==> src/rtl/roll_pkg.sv <==
// Shared definitions for the roll sequencer: FSM state encoding and the
// default generator constants used by the sequencer and the display top level.
package roll_pkg;

    typedef enum logic [1:0] {
        S_IDLE = 2'd0,
        S_RUN  = 2'd1,
        S_GAP  = 2'd2
    } roll_state_e;

    localparam int unsigned ROLL_A    = 9;
    localparam int unsigned ROLL_B    = 15;
    localparam int unsigned ROLL_SEED = 0;

endpackage

==> src/rtl/lcg_core.sv <==
// Linear congruential generator register: x' = (A*x + B) mod 2**WIDTH,
// advanced only when i_en is high. o_next exposes x' for the same-edge capture.
module lcg_core #(
    parameter int unsigned WIDTH = 4,
    parameter int unsigned A     = 9,
    parameter int unsigned B     = 15,
    parameter int unsigned SEED  = 0
) (
    input  logic             i_clk,
    input  logic             i_rst_n,
    input  logic             i_en,
    output logic [WIDTH-1:0] o_state,
    output logic [WIDTH-1:0] o_next
);

    logic [WIDTH-1:0] state_q;

    // 64-bit intermediate is congruent mod 2**WIDTH, so truncation is exact.
    always_comb begin
        o_next = WIDTH'(64'(A) * 64'(state_q) + 64'(B));
    end

    always_ff @(posedge i_clk or negedge i_rst_n) begin
        if (!i_rst_n) begin
            state_q <= WIDTH'(SEED);
        end else if (i_en) begin
            state_q <= o_next;
        end
    end

    assign o_state = state_q;

endmodule

==> src/rtl/roll_sequencer.sv <==
// Roll sequencer: steps the LCG with a linearly growing gap between steps,
// ends after NUM_STEPS steps or on i_stop, and keeps the final value.
module roll_sequencer
    import roll_pkg::*;
#(
    parameter int unsigned WIDTH     = 4,
    parameter int unsigned A         = ROLL_A,
    parameter int unsigned B         = ROLL_B,
    parameter int unsigned SEED      = ROLL_SEED,
    parameter int unsigned NUM_STEPS = 16,
    parameter int unsigned GAP_INC   = 1
) (
    input  logic             i_clk,
    input  logic             i_rst_n,
    input  logic             i_start,
    input  logic             i_stop,
    output logic [WIDTH-1:0] o_random_out,
    output logic [WIDTH-1:0] o_last_out,
    output logic             o_busy,
    output logic             o_done
);

    localparam int unsigned StepW  = (NUM_STEPS > 1) ? $clog2(NUM_STEPS) : 1;
    localparam int unsigned GapMax = GAP_INC * (NUM_STEPS - 1);
    localparam int unsigned GapW   = (GapMax > 0) ? $clog2(GapMax + 1) : 1;
    localparam logic [StepW-1:0] LastStep = StepW'(NUM_STEPS - 1);

    roll_state_e      state_q, state_d;
    logic [StepW-1:0] step_cnt_q, step_cnt_d;
    logic [GapW-1:0]  gap_cnt_q, gap_cnt_d;
    logic [GapW-1:0]  gap_lim_q, gap_lim_d;
    logic [GapW-1:0]  gap_lim_next;
    logic [WIDTH-1:0] random_q, random_d;
    logic [WIDTH-1:0] last_q, last_d;
    logic             busy_q, busy_d;
    logic             done_q, done_d;
    logic             lcg_en;
    logic [WIDTH-1:0] lcg_state;
    logic [WIDTH-1:0] lcg_next;

    lcg_core #(
        .WIDTH(WIDTH),
        .A    (A),
        .B    (B),
        .SEED (SEED)
    ) u_lcg (
        .i_clk  (i_clk),
        .i_rst_n(i_rst_n),
        .i_en   (lcg_en),
        .o_state(lcg_state),
        .o_next (lcg_next)
    );

    assign gap_lim_next = gap_lim_q + GapW'(GAP_INC);

    always_comb begin
        state_d    = state_q;
        step_cnt_d = step_cnt_q;
        gap_cnt_d  = gap_cnt_q;
        gap_lim_d  = gap_lim_q;
        random_d   = random_q;
        last_d     = last_q;
        busy_d     = busy_q;
        done_d     = 1'b0;
        lcg_en     = 1'b0;

        unique case (state_q)
            S_IDLE: begin
                if (i_start) begin
                    state_d    = S_RUN;
                    busy_d     = 1'b1;
                    step_cnt_d = '0;
                    gap_lim_d  = '0;
                end
            end
            S_RUN: begin
                if (i_stop) begin
                    // Abort wins over the step: freeze the displayed value.
                    state_d = S_IDLE;
                    last_d  = random_q;
                    busy_d  = 1'b0;
                    done_d  = 1'b1;
                end else begin
                    lcg_en     = 1'b1;
                    random_d   = lcg_next;
                    step_cnt_d = step_cnt_q + StepW'(1);
                    if (step_cnt_q == LastStep) begin
                        state_d = S_IDLE;
                        busy_d  = 1'b0;
                        done_d  = 1'b1;
                        last_d  = lcg_next;
                    end else begin
                        gap_cnt_d = '0;
                        gap_lim_d = gap_lim_next;
                        state_d   = (gap_lim_next == '0) ? S_RUN : S_GAP;
                    end
                end
            end
            S_GAP: begin
                if (i_stop) begin
                    state_d = S_IDLE;
                    last_d  = random_q;
                    busy_d  = 1'b0;
                    done_d  = 1'b1;
                end else begin
                    gap_cnt_d = gap_cnt_q + GapW'(1);
                    if (gap_cnt_q == gap_lim_q - GapW'(1)) begin
                        state_d = S_RUN;
                    end
                end
            end
            default: begin
                state_d = S_IDLE;
                busy_d  = 1'b0;
            end
        endcase
    end

    always_ff @(posedge i_clk or negedge i_rst_n) begin
        if (!i_rst_n) begin
            state_q    <= S_IDLE;
            step_cnt_q <= '0;
            gap_cnt_q  <= '0;
            gap_lim_q  <= '0;
            random_q   <= '0;
            last_q     <= '0;
            busy_q     <= 1'b0;
            done_q     <= 1'b0;
        end else begin
            state_q    <= state_d;
            step_cnt_q <= step_cnt_d;
            gap_cnt_q  <= gap_cnt_d;
            gap_lim_q  <= gap_lim_d;
            random_q   <= random_d;
            last_q     <= last_d;
            busy_q     <= busy_d;
            done_q     <= done_d;
        end
    end

    // The generator state itself is not an output; the registered copy is.
    logic unused_lcg;
    assign unused_lcg = ^lcg_state;

    assign o_random_out = random_q;
    assign o_last_out   = last_q;
    assign o_busy       = busy_q;
    assign o_done       = done_q;

endmodule

==> config.mk <==
export PLATFORM = sky130hd
export DESIGN_NAME = roll_sequencer
export DESIGN_NICKNAME = d
export VERILOG_FILES = /design/src/rtl/roll_pkg.sv /design/src/rtl/lcg_core.sv /design/src/rtl/roll_sequencer.sv
export SDC_FILE = /design/constraint.sdc
export NUM_CORES = 1
export LEC_CHECK = 0
export ABC_AREA = 1
export BUFFER_PORTS_ARGS = -buffer_cell sky130_fd_sc_hd__buf_2
export CAP_MARGIN = 25
export CORE_ASPECT_RATIO = 1.25
export CORE_MARGIN = 2
export CORE_UTILIZATION = 40
export CTS_CLUSTER_DIAMETER = 30
export DETAILED_ROUTE_END_ITERATION = 8
export PLACE_DENSITY = 0.62
export RECOVER_POWER = 100
export SLEW_MARGIN = 20
export SYNTH_ARGS = -nofsm -noshare
export SYNTH_HDL_FRONTEND = slang
export SYNTH_SLANG_ARGS = --single-unit
export TNS_END_PERCENT = 5
==> constraint.sdc <==
create_clock -name i_clk -period 4.77 [get_ports i_clk]
set_input_delay 0.477 -clock i_clk [delete_from_list [all_inputs] [get_ports i_clk]]
set_output_delay 0.477 -clock i_clk [all_outputs]
set_load 0.005 [all_outputs]
==> impl_metrics.toml, run 1 <==
[synthesis]
synth_edf_count = 0
ys_types = 25
synthCells = 195
ys_seq_area_share_pct = 39.31
synth_ff_type = "dfrtp_1"
synth.avg_cell_area_um2 = 7.834
syn-num-nets = 211
netlist_area_um2 = 1528
synth-seq-cells = 24
async_flop_share_pct = 100.0
yosysWarnings = 0

[detailed_routing]
wl_mm = 2.975
first_iter_violations = 41
dr.pass1.iters = 4
vias = 1242
routedWlPerCell_um = 11.85
antenna_left = 0
via_per_inst = 4.948
drc_errors = 0

[placed_design]
dp_hpwl_mm = 2.362
gp_congestion = 0.7667
io_buffer_count = 13

[sta]
hold_violations = 0
fin_skew_ns = 0.009202
tightest_slew_ns = 1.335
period_share_pct = 51.67
tns_ns = 0
rsz0062_at_grt = "no"
final_max_slew_viol_count = 0
setup_viol = 0
slew_headroom_pct = 10.99
fin_crit_ns = 2.465
max_freq_ghz = 0.4057

[setup_path]
path_class = "reg -> reg"
cp_max_fo = 12
crit_chain = "inv_1 -> ha_1 -> inv_1 -> nor2_1 -> clkinvlp_2 -> o21ai_0 -> nand2_4 -> nor2_1 -> o32ai_1"
slowest_stage = "nor2_1"
critPathMaxStageDelay_ns = 0.57
critPathBufInv = 3
cp-end-kind = "flop"
critical_path.top_delay_family = "simple AND/OR/NAND/NOR gates"
cp.arrival_ns = 2.61
required_ns = 4.91
worstSetupStartpointType = "flop"

[global_route]
grt_overflow = 0
grt_pass1_vias = 1175
grtUsageMet1_pct = 19.71
use_met3_pct = 2.128
grt_pass1_wl_mm = 5.181
track_usage_pct = 15.76
grtUsageMet2_pct = 26.98
grt_max_degree = 25
grt_busiest_layer = "met2"
grt_antenna_before_repair = 0

[die]
die-width_um = 59.28
io-pin-count = 14
dieArea_um2 = 4333
rows = 25
start_util_pct = 41.04
die_h_um = 73.10
core_um2 = 3722

[clock_network]
cts.path.max_buffers = 2
clock_sinks = 24
cts.repair.resized = 0
cts_root_buffer = "clkbuf_8"
worstSkewPairLatency_ns = 0.27
cts_inserted_buffers = 3
post_cts_buffers = 0
cts.clk_slew.worst_paths_ns = 0.09
cts_tree = "yes"
postCtsHoldBufs = 0
htreeDepth = 1

[layout]
antenna_cells = 0
final_layout_size_suffix_gt1_share_pct = 7.583
fin_nets = 228
area_delta_synth_final_pct = 8.436

[status]
status = "completed"

[power]
vdd_ir_drop_max_uv = 169.8
p_leak_nw = 0.8462
p_total_mw = 1.091
power_density_nw_per_um2 = 658.9

[min_path]
hold_class = "in -> async"

[run]
drv_cap = 0
## sequential cells by signal (all words and copies together) (netlist names)
register      count
gap_cnt_q         4
gap_lim_q         4
o_last_out        4
o_random_out      4
step_cnt_q        4
state_q           2
o_busy            1
o_done            1
## routing by layer
| metal | up-vias | routed length, um | share of wire [%] |
|---|---|---|---|
| met2 | 27 | 1534 | 52 |
| met4 | 0 | 39 | 1.3 |
| met1 | 564 | 1301 | 44 |
| met3 | 4 | 100 | 3.4 |
| met5 | - | 0 | 0 |
| li1 | 647 | - | - |
## path summary, 6_finish.rpt
check	startpoint	endpoint	slack, ns	cells after the start
worst max-delay path	state_q[1]	gap_lim_q[3]	2.31	9
worst min register to register	o_last_out[3]	o_last_out[3]	0.48	2
worst max register to register	state_q[1]	gap_lim_q[3]	2.31	9
worst min-delay path	i_rst_n	o_last_out[0]	0.48	1
min in group i_clk	o_last_out[3]	o_last_out[3]	0.49	2
max in group asynchronous	i_rst_n	state_q[0]	3.49	1
## Yosys cell counts (2+ instances only)
cell type / n / area share (%)
nand2_1: 63 / 15
dfrtp_1: 24 / 39
inv_1: 24 / 5.9
nor2_1: 14 / 3.4
nand3_1: 13 / 4.3
o21ai_0: 13 / 4.3
ha_1: 12 / 9.8
nor2_4: 5 / 3.7
a21oi_1: 4 / 1.3
xnor2_1: 4 / 2.3
xor2_1: 3 / 1.7
a32o_1: 2 / 1.3
o31ai_2: 2 / 1.6
## layout by cell type (no fill, tap or decap)
master      count
a21oi_1         4
a31oi_1         1
a32o_1          2
and3_1          1
buf_1           2
buf_2           8
bufinv_16       1
clkbuf_1        3
clkbuf_8        3
clkinv_1        1
clkinvlp_2      1
dfrtp_1        24
ha_1           12
inv_1          25
nand2_1        63
nand2_4         1
nand2b_1        1
nand3_1        13
nand4_1         1
nor2_1         18
nor2_4          2
o21ai_0        14
o31ai_1         2
o32ai_1         1
xnor2_1         4
xor2_1          3
## final cells by class
type	instances	area (um^2)
inverter	27	102.6
fill	379	2066
sequential	24	600.6
clock inverter	1	30.03
multi-input combinational	143	773.2
timing repair buffer	13	58.81
tap	40	50.05
clock buffer	3	41.29
## cells by family (layout without fill, tap and decap cells)
family | Yosys count | in the layout | synth area share (%)
AO/OA/AOI/OAI | 24 | 24 | 10.07
XOR/XNOR | 7 | 7 | 4.013
adder cells (fa/ha/maj) | 12 | 12 | 9.828
buffers and inverters | 28 | 44 | 7.535
flip-flops | 24 | 24 | 39.31
AND/OR/NAND/NOR | 100 | 100 | 29.24
## power by group
group	internal, mW	switching (mW)	leakage (nW)
Combinational	0.216	0.342	0.498
Clock	0.112	0.0666	0.0357
Sequential	0.281	0.0735	0.313
## metrics by stage
step	setup slack (ns)	instances	hold WS, ns	util [%]	area [um^2]
2_1_floorplan	3.260	195	0.1814	-	1528
3_3_place_gp	3.020	247	0.4574	43.83	1632
3_5_place_dp	2.948	247	0.4612	43.83	1632
4_1_cts	2.928	251	0.2040	45.75	1703
5_1_grt	1.884	251	0.5117	44.50	1657
6_report	2.305	251	0.4849	44.50	1657
Note: power is estimated with default switching activity, not from simulation.
==> run 2, diff against run 1 <==
--- a/config.mk
+++ b/config.mk
@@ -13,7 +13,7 @@
 export CORE_UTILIZATION = 40
 export CTS_CLUSTER_DIAMETER = 30
 export DETAILED_ROUTE_END_ITERATION = 8
-export PLACE_DENSITY = 0.62
+export PLACE_DENSITY = 0.65
 export RECOVER_POWER = 100
 export SLEW_MARGIN = 20
 export SYNTH_ARGS = -nofsm -noshare
==> constraint.sdc (replaced) <==
create_clock -name i_clk -period 2 [get_ports i_clk]
set_input_delay 0.2 -clock i_clk [delete_from_list [all_inputs] [get_ports i_clk]]
set_output_delay 0.2 -clock i_clk [all_outputs]
set_load 0.005 [all_outputs]
==> run 2 against run 1 <==
  * Core utilization increased by 0.87 points
  * Global-route usage decreased by 0.72 points
  * Clock skew decreased by 0.00072 ns
  * Sequential power increased by 140%
  * Via count increased by 0.40%
  * Critical endpoint is now step_cnt_q[3]
  * Largest power group unchanged
  * Highest routed layer unchanged
==> impl_metrics.toml, run 2 (synthesis gave the netlist of run 1 again) <==
[sta]
tightest_slew_ns = 1.320
tns_ns = 0
slew_headroom_pct = 11.99
max_freq_ghz = 0.5701
fin_skew_ns = 0.008478
period_share_pct = 87.70
hold_violations = 0
setup_viol = 0
fin_crit_ns = 1.754
rsz0062_at_grt = "no"
final_max_slew_viol_count = 0

[global_route]
track_usage_pct = 15.04
grt_pass1_wl_mm = 4.919
grt_pass1_vias = 1145
use_met3_pct = 2.128
grt_antenna_before_repair = 0
grt_busiest_layer = "met2"
grt_max_degree = 25
grtUsageMet2_pct = 25.76
grt_overflow = 0
grtUsageMet1_pct = 18.60

[clock_network]
cts_inserted_buffers = 3
worstSkewPairLatency_ns = 0.27
cts_tree = "yes"
cts.clk_slew.worst_paths_ns = 0.08
cts.path.max_buffers = 2
htreeDepth = 1
cts_root_buffer = "clkbuf_8"
cts.repair.resized = 0
clock_sinks = 24

[power]
p_sw_share_pct = 46.05
power.switching_mw = 1.186
p_leak_nw = 0.8527
power_density_nw_per_um2 = 1524
pwr-share-clk_pct = 13.1
p_seq_share_pct = 32.8
p_comb_share_pct = 54.1
vdd_ir_drop_max_uv = 543.1
p_total_mw = 2.575
intPower_mw = 1.389

[placed_design]
gp_congestion = 0.7886
io_buffer_count = 13
placed_cell_area_um2 = 1632
dp_hpwl_mm = 2.305

[die]
start_util_pct = 41.04
rows = 25
core_um2 = 3722
die_h_um = 73.10
die-width_um = 59.28
dieArea_um2 = 4333
io-pin-count = 14

[min_path]
whs_path_depth = 3
hold_class = "in -> reg"

[layout]
final_layout_size_suffix_gt1_share_pct = 9.859
area_delta_synth_final_pct = 10.57
utilization_pct = 45.38
fin_area_um2 = 1689
fin_nets = 230
final_common_cell = "nand2_1"
layout_common_cells = "nand2_1, inv_1, dfrtp_1, nor2_1"
antenna_cells = 0

[setup_path]
worstSetupStartpointType = "flop"
r2r_cells = 9
cp.arrival_ns = 1.92
path_class = "reg -> reg"
required_ns = 2.16
cp-end-kind = "flop"
cp_max_fo = 9

[detailed_routing]
routedWlPerCell_um = 11.75
first_iter_violations = 37
dr.pass1.iters = 4
via_per_inst = 4.929
wl_mm = 2.972
antenna_left = 0
drc_errors = 0
vias = 1247

[run]
drv_cap = 0

[status]
status = "completed"
[run 2: per-stage QoR]
stage / hold WS (ns) / worst slack, ns / instances
2_1_floorplan: -0.09559 / 0.4900 / 195
3_3_place_gp: 0.2144 / 0.2503 / 247
3_5_place_dp: 0.2165 / 0.1655 / 247
4_1_cts: 0.2443 / 0.1563 / 252
5_1_grt: 0.2413 / 0.05961 / 253
6_report: 0.2572 / 0.2461 / 253
[run 2: worst paths after layout]
path                               startpoint  slack [ns]              end
worst min-delay path                   i_stop        0.26           o_done
min in group asynchronous             i_rst_n        0.75    o_last_out[3]
worst max register to register     state_q[1]        0.25    step_cnt_q[3]
worst min register to register  o_last_out[3]        0.48    o_last_out[3]
worst max-delay path               state_q[1]        0.25    step_cnt_q[3]
max in group asynchronous             i_rst_n        0.48  o_random_out[3]
[run 2: cell type report]
| type | count | area [um^2] |
|---|---|---|
| Clock buffer | 4 | 55.05 |
| Fill cell | 381 | 2033 |
| Inverter | 27 | 103.9 |
| Multi-Input combinational cell | 143 | 804.5 |
| Sequential cell | 24 | 600.6 |
| Tap cell | 40 | 50.05 |
| Timing Repair Buffer | 15 | 75.07 |
[run 2: power groups by stage]
stage	combinational [mW]	clock, mW	sequential (mW)
after detailed placement	1.41	0	0.853
after global placement	1.40	0	0.849
after CTS	1.42	0.344	0.843
after global routing	1.62	0.366	0.871
final	1.39	0.337	0.844
after floorplan	1.09	0	0.830
[run 2: critical path, stage by stage (launching register included)]
cell,delay (ns)
dfrtp_1,0.42
inv_1,0.09
ha_1,0.19
inv_1,0.14
nor2_4,0.16
buf_4,0.18
inv_4,0.04
o21ai_2,0.08
nand2_4,0.11
o31ai_1,0.24
[run 2: per-layer routing]
layer  vias up  part of all wire [%]
li1        654                     -
met1       575                    49
met2        13                    48
met3         5                   1.7
met4         0                   1.8
met5         -                     0
[run 2: repair_timing]
action	in CTS	in global routing
endpoints found under the setup margin	0	3
buffers inserted	0	1
hold buffers	1	0
endpoints found under the hold margin	24	0
